[src/rtl/sliced_alu_if.sv]
// sliced_alu_if: control-side bus of the sliced ALU engine.
// master drives the operation request, the register load and the readout select.
// slave returns the readout data, busy/done status and the XNZVC flags.
interface sliced_alu_if #(
  parameter int DATA_W = 32,
  parameter int NREGS  = 8
);
  localparam int SW = $clog2(NREGS);
  logic              start;
  logic [2:0]        op;
  logic [1:0]        size;
  logic [SW-1:0]     src_sel;
  logic [SW-1:0]     dst_sel;
  logic              load_en;
  logic [SW-1:0]     load_sel;
  logic [DATA_W-1:0] load_data;
  logic [SW-1:0]     rd_sel;
  logic [DATA_W-1:0] rd_data;
  logic              busy;
  logic              done;
  logic [4:0]        flags;
  modport master (
    output start, op, size, src_sel, dst_sel, load_en, load_sel, load_data, rd_sel,
    input  rd_data, busy, done, flags
  );
  modport slave (
    input  start, op, size, src_sel, dst_sel, load_en, load_sel, load_data, rd_sel,
    output rd_data, busy, done, flags
  );
endinterface

[src/rtl/sliced_alu_engine.sv]
// sliced_alu_engine: 68000-style dyadic datapath (Dsrc op Ddst -> Ddst) over a narrow ALU slice.
// Ports: CLK, RESET (sync, active-high); bus (sliced_alu_if.slave):
//   start/op/size/src_sel/dst_sel request, load_en/load_sel/load_data register load,
//   rd_sel/rd_data registered readout, busy/done status, flags {X,N,Z,V,C}.
module sliced_alu_engine #(
  parameter int DATA_W  = 32,
  parameter int SLICE_W = 16,
  parameter int NREGS   = 8
) (
  input logic          CLK,
  input logic          RESET,
  sliced_alu_if.slave  bus
);
  localparam int SW = $clog2(NREGS);
  localparam int NS = DATA_W / SLICE_W;
  localparam int KW = NS > 1 ? $clog2(NS) : 1;
  typedef enum logic [1:0] {IDLE, FETCH, EXEC, WRITE} state_t;
  state_t            state_q, state_d;
  logic [2:0]        op_q, op_d;
  logic [1:0]        size_q, size_d;
  logic [SW-1:0]     src_sel_q, src_sel_d, dst_sel_q, dst_sel_d;
  logic [DATA_W-1:0] src_q, src_d, dst_q, dst_d, res_q, res_d;
  logic              cy_q, cy_d;
  logic [KW-1:0]     k_q, k_d;
  logic [DATA_W-1:0] regs_q [NREGS];
  logic [DATA_W-1:0] regs_d [NREGS];
  logic [4:0]        flags_q, flags_d;
  logic [DATA_W-1:0] rd_data_q, rd_data_d;
  logic              busy_q, busy_d, done_q, done_d;
  function automatic logic msb(input logic [DATA_W-1:0] x, input logic [1:0] sz);
    return sz == 2'b00 ? x[7] : sz == 2'b01 ? x[15] : x[DATA_W-1];
  endfunction
  logic [31:0]        s_w, off;
  logic [DATA_W-1:0]  mask, r;
  logic [SLICE_W-1:0] a_sl, b_sl;
  logic [SLICE_W:0]   cin_w, sum;
  logic               add_op, sub_op, x_op, logic_op, cin, cout, last, rn, ds, ss, v;
  assign s_w      = size_q == 2'b00 ? 32'd8 : size_q == 2'b01 ? 32'd16 : 32'd32;
  assign mask     = size_q == 2'b00 ? 32'h0000_00FF : size_q == 2'b01 ? 32'h0000_FFFF : 32'hFFFF_FFFF;
  assign off      = 32'(k_q) * SLICE_W;
  assign add_op   = op_q == 3'd0 || op_q == 3'd5;
  assign sub_op   = op_q == 3'd1 || op_q == 3'd6 || op_q == 3'd7;
  assign x_op     = op_q == 3'd5 || op_q == 3'd6;
  assign logic_op = !add_op && !sub_op;
  // Operands are masked to the operand size so that, for sizes narrower than
  // the slice, the carry/borrow out of bit S-1 shows up at bit S and above.
  assign a_sl     = dst_q[off +: SLICE_W] & mask[off +: SLICE_W];
  assign b_sl     = src_q[off +: SLICE_W] & mask[off +: SLICE_W];
  assign cin      = k_q == '0 ? (x_op & flags_q[4]) : cy_q;
  assign cin_w    = {{SLICE_W{1'b0}}, cin};
  assign sum      = add_op ? {1'b0, a_sl} + {1'b0, b_sl} + cin_w :
                    sub_op ? {1'b0, a_sl} - {1'b0, b_sl} - cin_w :
                    op_q == 3'd2 ? {1'b0, a_sl & b_sl} :
                    op_q == 3'd3 ? {1'b0, a_sl | b_sl} : {1'b0, a_sl ^ b_sl};
  assign cout     = s_w < SLICE_W ? |(sum >> s_w) : sum[SLICE_W];
  assign last     = s_w <= SLICE_W || 32'(k_q) == s_w / SLICE_W - 32'd1;
  assign r        = res_q & mask;
  assign rn       = msb(r, size_q);
  assign ds       = msb(dst_q, size_q);
  assign ss       = msb(src_q, size_q);
  assign v        = add_op ? (ds == ss) && (rn != ds) : sub_op ? (ds != ss) && (rn != ds) : 1'b0;
  always_comb begin
    state_d   = state_q;
    op_d      = op_q;
    size_d    = size_q;
    src_sel_d = src_sel_q;
    dst_sel_d = dst_sel_q;
    src_d     = src_q;
    dst_d     = dst_q;
    res_d     = res_q;
    cy_d      = cy_q;
    k_d       = k_q;
    regs_d    = regs_q;
    flags_d   = flags_q;
    case (state_q)
      IDLE: begin
        if (bus.load_en) regs_d[bus.load_sel] = bus.load_data;
        if (bus.start) begin
          op_d      = bus.op;
          size_d    = bus.size;
          src_sel_d = bus.src_sel;
          dst_sel_d = bus.dst_sel;
          state_d   = FETCH;
        end
      end
      FETCH: begin
        src_d   = regs_q[src_sel_q];
        dst_d   = regs_q[dst_sel_q];
        k_d     = '0;
        state_d = EXEC;
      end
      EXEC: begin
        res_d[off +: SLICE_W] = sum[SLICE_W-1:0];
        cy_d    = cout;
        k_d     = k_q + KW'(1);
        state_d = last ? WRITE : EXEC;
      end
      default: begin
        // ADDX/SUBX only ever clear Z, so multi-precision chains keep a valid Z.
        flags_d = {(add_op || sub_op) && op_q != 3'd7 ? cy_q : flags_q[4],
                   rn,
                   x_op ? (r == '0 ? flags_q[2] : 1'b0) : r == '0,
                   v,
                   logic_op ? 1'b0 : cy_q};
        if (op_q != 3'd7) regs_d[dst_sel_q] = (regs_q[dst_sel_q] & ~mask) | r;
        state_d = IDLE;
      end
    endcase
    // Reading the next-state file makes a writeback visible the cycle after done.
    rd_data_d = regs_d[bus.rd_sel];
    busy_d    = state_d != IDLE;
    done_d    = state_d == WRITE;
  end
  always_ff @(posedge CLK)
    if (RESET) begin
      state_q   <= IDLE;
      op_q      <= '0;
      size_q    <= '0;
      src_sel_q <= '0;
      dst_sel_q <= '0;
      src_q     <= '0;
      dst_q     <= '0;
      res_q     <= '0;
      cy_q      <= 1'b0;
      k_q       <= '0;
      regs_q    <= '{default: '0};
      flags_q   <= '0;
      rd_data_q <= '0;
      busy_q    <= 1'b0;
      done_q    <= 1'b0;
    end else begin
      state_q   <= state_d;
      op_q      <= op_d;
      size_q    <= size_d;
      src_sel_q <= src_sel_d;
      dst_sel_q <= dst_sel_d;
      src_q     <= src_d;
      dst_q     <= dst_d;
      res_q     <= res_d;
      cy_q      <= cy_d;
      k_q       <= k_d;
      regs_q    <= regs_d;
      flags_q   <= flags_d;
      rd_data_q <= rd_data_d;
      busy_q    <= busy_d;
      done_q    <= done_d;
    end
  assign bus.rd_data = rd_data_q;
  assign bus.busy    = busy_q;
  assign bus.done    = done_q;
  assign bus.flags   = flags_q;
endmodule

[src/flat_wrapper.sv]
// flat-port wrapper written by rule: the top's interface ports become plain ports
module sliced_alu_engine_flat 
#(
  parameter int DATA_W  = 32,
  parameter int SLICE_W = 16,
  parameter int NREGS   = 8
)
  (CLK, RESET, bus_start, bus_op, bus_size, bus_src_sel, bus_dst_sel, bus_load_en, bus_load_sel, bus_load_data, bus_rd_sel, bus_rd_data, bus_busy, bus_done, bus_flags);
  sliced_alu_if #(.DATA_W(DATA_W), .NREGS(NREGS)) bus_i ();
  input logic CLK;
  input logic RESET;
  input wire logic [$bits(bus_i.start)-1:0] bus_start;
  input wire logic [$bits(bus_i.op)-1:0] bus_op;
  input wire logic [$bits(bus_i.size)-1:0] bus_size;
  input wire logic [$bits(bus_i.src_sel)-1:0] bus_src_sel;
  input wire logic [$bits(bus_i.dst_sel)-1:0] bus_dst_sel;
  input wire logic [$bits(bus_i.load_en)-1:0] bus_load_en;
  input wire logic [$bits(bus_i.load_sel)-1:0] bus_load_sel;
  input wire logic [$bits(bus_i.load_data)-1:0] bus_load_data;
  input wire logic [$bits(bus_i.rd_sel)-1:0] bus_rd_sel;
  output wire logic [$bits(bus_i.rd_data)-1:0] bus_rd_data;
  output wire logic [$bits(bus_i.busy)-1:0] bus_busy;
  output wire logic [$bits(bus_i.done)-1:0] bus_done;
  output wire logic [$bits(bus_i.flags)-1:0] bus_flags;
  assign bus_i.start = bus_start;
  assign bus_i.op = bus_op;
  assign bus_i.size = bus_size;
  assign bus_i.src_sel = bus_src_sel;
  assign bus_i.dst_sel = bus_dst_sel;
  assign bus_i.load_en = bus_load_en;
  assign bus_i.load_sel = bus_load_sel;
  assign bus_i.load_data = bus_load_data;
  assign bus_i.rd_sel = bus_rd_sel;
  assign bus_rd_data = bus_i.rd_data;
  assign bus_busy = bus_i.busy;
  assign bus_done = bus_i.done;
  assign bus_flags = bus_i.flags;
  sliced_alu_engine #(.DATA_W(DATA_W), .SLICE_W(SLICE_W), .NREGS(NREGS)) u_core (.CLK(CLK), .RESET(RESET), .bus(bus_i));
endmodule
[config.mk]
export PLATFORM = sky130hd
export DESIGN_NAME = sliced_alu_engine_flat
export DESIGN_NICKNAME = d
export VERILOG_FILES = /design/src/rtl/sliced_alu_if.sv /design/src/rtl/sliced_alu_engine.sv /design/src/flat_wrapper.sv
export SDC_FILE = /design/constraint.sdc
export NUM_CORES = 1
export LEC_CHECK = 0
export CORE_ASPECT_RATIO = 1.1
export CORE_UTILIZATION = 40
export DETAILED_ROUTE_END_ITERATION = 6
export GPL_TIMING_DRIVEN = 0
export HOLD_SLACK_MARGIN = 0.03
export MAX_ROUTING_LAYER = met4
export PLACE_DENSITY_LB_ADDON = 0.08
export SLEW_MARGIN = 20
export SYNTH_ARGS = -nofsm -noshare
export SYNTH_HDL_FRONTEND = slang
export SYNTH_SLANG_ARGS = --single-unit
[constraint.sdc]
create_clock -name CLK -period 4.1 [get_ports CLK]
set_clock_uncertainty 0.1 [all_clocks]
set_input_delay 0.41 -clock CLK [delete_from_list [all_inputs] [get_ports CLK]]
set_output_delay 0.41 -clock CLK [all_outputs]
set_load 0.005 [all_outputs]
==> impl_metrics.py, run 1 <==
metrics = {
    "drt": {
        "first_pass_iters": 7,
        "vias": 32941,
        "wl_per_cell_um": 38.3,
        "drt-initial-drc-count": 5348,
        "via_per_inst": 7.23,
        "ant_nets": 0,
        "drcViolationCount": 19,
        "routed_wl_um": 174000,
    },
    "timing": {
        "slew_headroom_pct": 11.3,
        "finalSetupViolCount": 12,
        "post-route-period-util_pct": 102,
        "timing.fmax_mhz": 238,
        "period_minus_slack_ns": 4.20,
        "grt_setup_unrepaired": "true",
        "tightest_slew_ns": 1.33,
        "hold_viol": 0,
        "setup_ws_ns": -0.0982,
        "slew_violations": 0,
    },
    "floorplan": {
        "io_pins": 92,
        "dieArea_sq_um": 71500,
        "start_util_pct": 40.6,
        "die_h_um": 280,
        "die_x_um": 255,
        "fp-row-count": 101,
        "core_sq_um": 69400,
    },
    "clocking": {
        "cts_root_buffer": "clkbuf_16",
        "cts_hold_buf": 0,
        "numCtsBuffers": 50,
        "cts_tree": "done",
        "max-clock-path-buffers": 3,
        "clk_latency_ns": 0.64,
        "cts_max_level": 2,
        "clkTransAtPathRegs_ns": 0.06,
        "clkSinkCount": 406,
    },
    "synthesis": {
        "synth_edf_count": 0,
        "synthDistinctLibCells": 86,
        "async_reset_ff_share_pct": 0,
        "synth-xor-area-share_pct": 0.591,
        "ys_warn_count": 0,
        "syn_avg_cell_area_sq_um": 8.26,
        "synth_seq_area_share_pct": 28.9,
        "netlist_area_sq_um": 28200,
        "synth_nets": 3533,
        "synth_flop_cell": "dfxtp_1",
        "synth_mux_area_share_pct": 14.5,
        "synth_top_family_by_area": "compound AO/OA/AOI/OAI gates",
        "synthCells": 3412,
        "synth_adder_area_share_pct": 3.16,
        "synth-seq-cells": 406,
        "synth_compound_area_share_pct": 28.1,
        "yosys.area_share.simple_pct": 17.9,
    },
    "critical_path": {
        "critPathCaptureType": "register",
        "arrival_ns": 4.63,
        "regToRegEndpoint": "u_core.bus.rd_data[27]$_SDFF_PP0_",
        "slowest_delay_ns": 0.92,
        "critPathMaxFanout": 10,
        "worst-setup-path-type": "register to register",
        "r2r-start": "u_core.dst_sel_q[1]$_SDFFE_PP0P_",
        "crit_path_start_kind": "register",
        "reg2reg_depth": 10,
        "crit_path_cell_trace": "buf_6 -> buf_2 -> a31oi_1 -> nand2_1 -> buf_2 -> clkbuf_1 -> nand2_1 -> a31oi_1 -> a221oi_2 -> o22ai_1",
        "critPathRequiredTime_ns": 4.54,
        "slowest_stage": "clkbuf_1",
        "worst-r2r-setup-slack_ns": -0.1,
    },
    "status": {
        "outcome": "finished with violations",
        "violations": "design-rule violations, negative setup slack",
    },
    "global_routing": {
        "grt_pass1_wl_um": 238000,
        "grt_pass1_vias": 30357,
        "grt_antenna_before_repair": 11,
        "track_usage_pct": 49.1,
        "gr-total-overflow": 0,
        "grt_max_degree": 20,
    },
    "cells_and_area": {
        "utilization_pct": 47.7,
        "mostFrequentLayoutCell": "nand2_1",
        "syn2layout_area_growth_pct": 17.5,
        "fin_nets": 3695,
        "final_design_area_no_fill_sq_um": 33100,
        "final_cell_mix": "nand2_1 (506), dfxtp_1 (402), nor2_1 (328), a221oi_1 (275), clkbuf_1 (171)",
        "drive_above_1_share_pct": 19.3,
    },
    "power": {
        "power_density_nw_per_um2": 769,
        "p_total_mw": 25.5,
        "p_leak_nw": 11.0,
        "irDropWorstVdd_v": 0.000405,
    },
    "placement": {
        "dpl_cell_area_sq_um": 30200,
        "gp_congestion": 1.09,
        "dpl.hpwl_um": 129000,
        "io_buffers": 78,
    },
    "hold_path": {
        "hp-start": "RESET",
        "hold_class": "input pin to register",
        "hold_path_depth": 2,
        "holdPathEnd": "u_core.state_q[1]$_SDFF_PP0_",
    },
    "run": {
        "drv_cap": 0,
    },
}
==> power breakdown <==
group          switching [mW]  internal [mW]
combinational            9.65           5.07
clock                    2.05           2.89
sequential              0.950           4.84
total                    12.7           12.8
==> layer usage <==
layer / global-route usage, % / wire length, um / vias to the layer above
met2: 69.7 / 72800 / 3014
met5: - / 0 / -
met4: 35.5 / 15700 / 0
li1: - / - / 13116
met1: 57.7 / 62200 / 15962
met3: 16.2 / 23500 / 849
==> metrics by stage <==
step / worst slack (ns) / TNS (ns) / hold WS [ns] / std cells
final: -0.0982 / -0.551 / 0.203 / 4555
after global routing: -0.0672 / -0.0741 / 0.264 / 4551
after CTS: -0.127 / -0.127 / 0.219 / 4511
after detailed placement: -1.21 / -50.25 / 0.366 / 4420
after global placement: -1.20 / -47.85 / 0.367 / 4417
after floorplan: 0.0289 / 0 / 0.344 / 3412
==> how the worst max path moves through the flow <==
stage                                     start                                 to  slack (ns)
4_1_cts           u_core.size_q[1]$_SDFFE_PP0P_           u_core.cy_q$_SDFFE_PP0N_       -0.13
6_report       u_core.dst_sel_q[1]$_SDFFE_PP0P_  u_core.bus.rd_data[27]$_SDFF_PP0_        -0.1
3_3_place_gp                        bus_load_en   u_core.bus.rd_data[9]$_SDFF_PP0_       -1.20
3_5_place_dp      u_core.size_q[1]$_SDFFE_PP0P_           u_core.cy_q$_SDFFE_PP0N_       -1.21
2_1_floorplan     u_core.size_q[1]$_SDFFE_PP0P_           u_core.cy_q$_SDFFE_PP0N_        0.03
5_1_grt           u_core.size_q[1]$_SDFFE_PP0P_           u_core.cy_q$_SDFFE_PP0N_       -0.07
==> cell usage after synthesis, types with 10 or more instances <==
master | n | share of area [%]
a211oi_1 | 107 | 2.9
a21o_1 | 30 | 0.80
a21oi_1 | 138 | 2.5
a221oi_1 | 282 | 8.8
a22oi_1 | 20 | 0.53
a311oi_1 | 10 | 0.31
a31o_1 | 17 | 0.53
a31o_2 | 106 | 3.3
a31oi_1 | 91 | 2.0
and2_1 | 119 | 2.6
and3_1 | 10 | 0.22
buf_1 | 68 | 0.91
buf_2 | 63 | 1.1
buf_6 | 12 | 0.48
clkbuf_1 | 211 | 2.8
dfxtp_1 | 406 | 29
ha_1 | 64 | 2.8
inv_1 | 102 | 1.4
mux2_2 | 47 | 1.9
mux2i_1 | 80 | 2.8
mux4_2 | 121 | 9.7
nand2_1 | 509 | 6.8
nand2b_1 | 20 | 0.44
nand3_1 | 17 | 0.30
nand3b_1 | 10 | 0.27
nor2_1 | 334 | 4.5
nor2b_1 | 22 | 0.49
nor3_1 | 27 | 0.48
o211ai_1 | 10 | 0.27
o21a_1 | 11 | 0.29
o21ai_0 | 106 | 1.9
o221ai_1 | 22 | 0.68
o22ai_1 | 46 | 1.0
xnor2_1 | 11 | 0.34
==> state kept, by name, indices dropped and copies added (netlist names), 5 cells and up <==
signal	cells
u_core.bus.flags	5
u_core.regs_q	256
u_core.dst_q	32
u_core.res_q	32
u_core.src_q	32
u_core.bus.rd_data	32
==> logic make-up after synthesis <==
kind of cell	after synthesis
multiplexers	250
AO/OA/AOI/OAI	1071
flip-flops	406
adder cells (fa/ha/maj)	69
XOR/XNOR	19
AND/OR/NAND/NOR	1130
buffers and inverters	467
==> what timing repair did <==
item,4_1_cts,5_1_grt
gates cloned,0,1
endpoints found under the setup margin,118,54
gates resized for setup,108,140
setup buffers,2,30
pin swaps,7,33
==> worst max-delay path, delay by kind of cell (launching register included) <==
family                 cells  cell delay (ns)
buffers and inverters      4             2.09
AO/OA/AOI/OAI              4             1.03
flip-flops                 1             0.49
AND/OR/NAND/NOR            2             0.35
==> cell type report <==
class	instances	area, sq um
fillers	6806	36300
multi-input cells	2539	18800
flip-flops and latches	406	8140
plain buffers	358	1750
clock buffers	70	1410
well taps	927	1160
repair buffers	114	1090
inverters	105	410
clock inverters	22	322
diodes	14	35.0
No activity file was read; power rests on OpenSTA's default activity.
==> run 2: changes to the inputs <==
ABC_CLOCK_PERIOD_IN_PS = 4100   (was unset)
==> results of run 2 <==
Same layout as run 1: the final DEF is identical, and so are final timing and power.
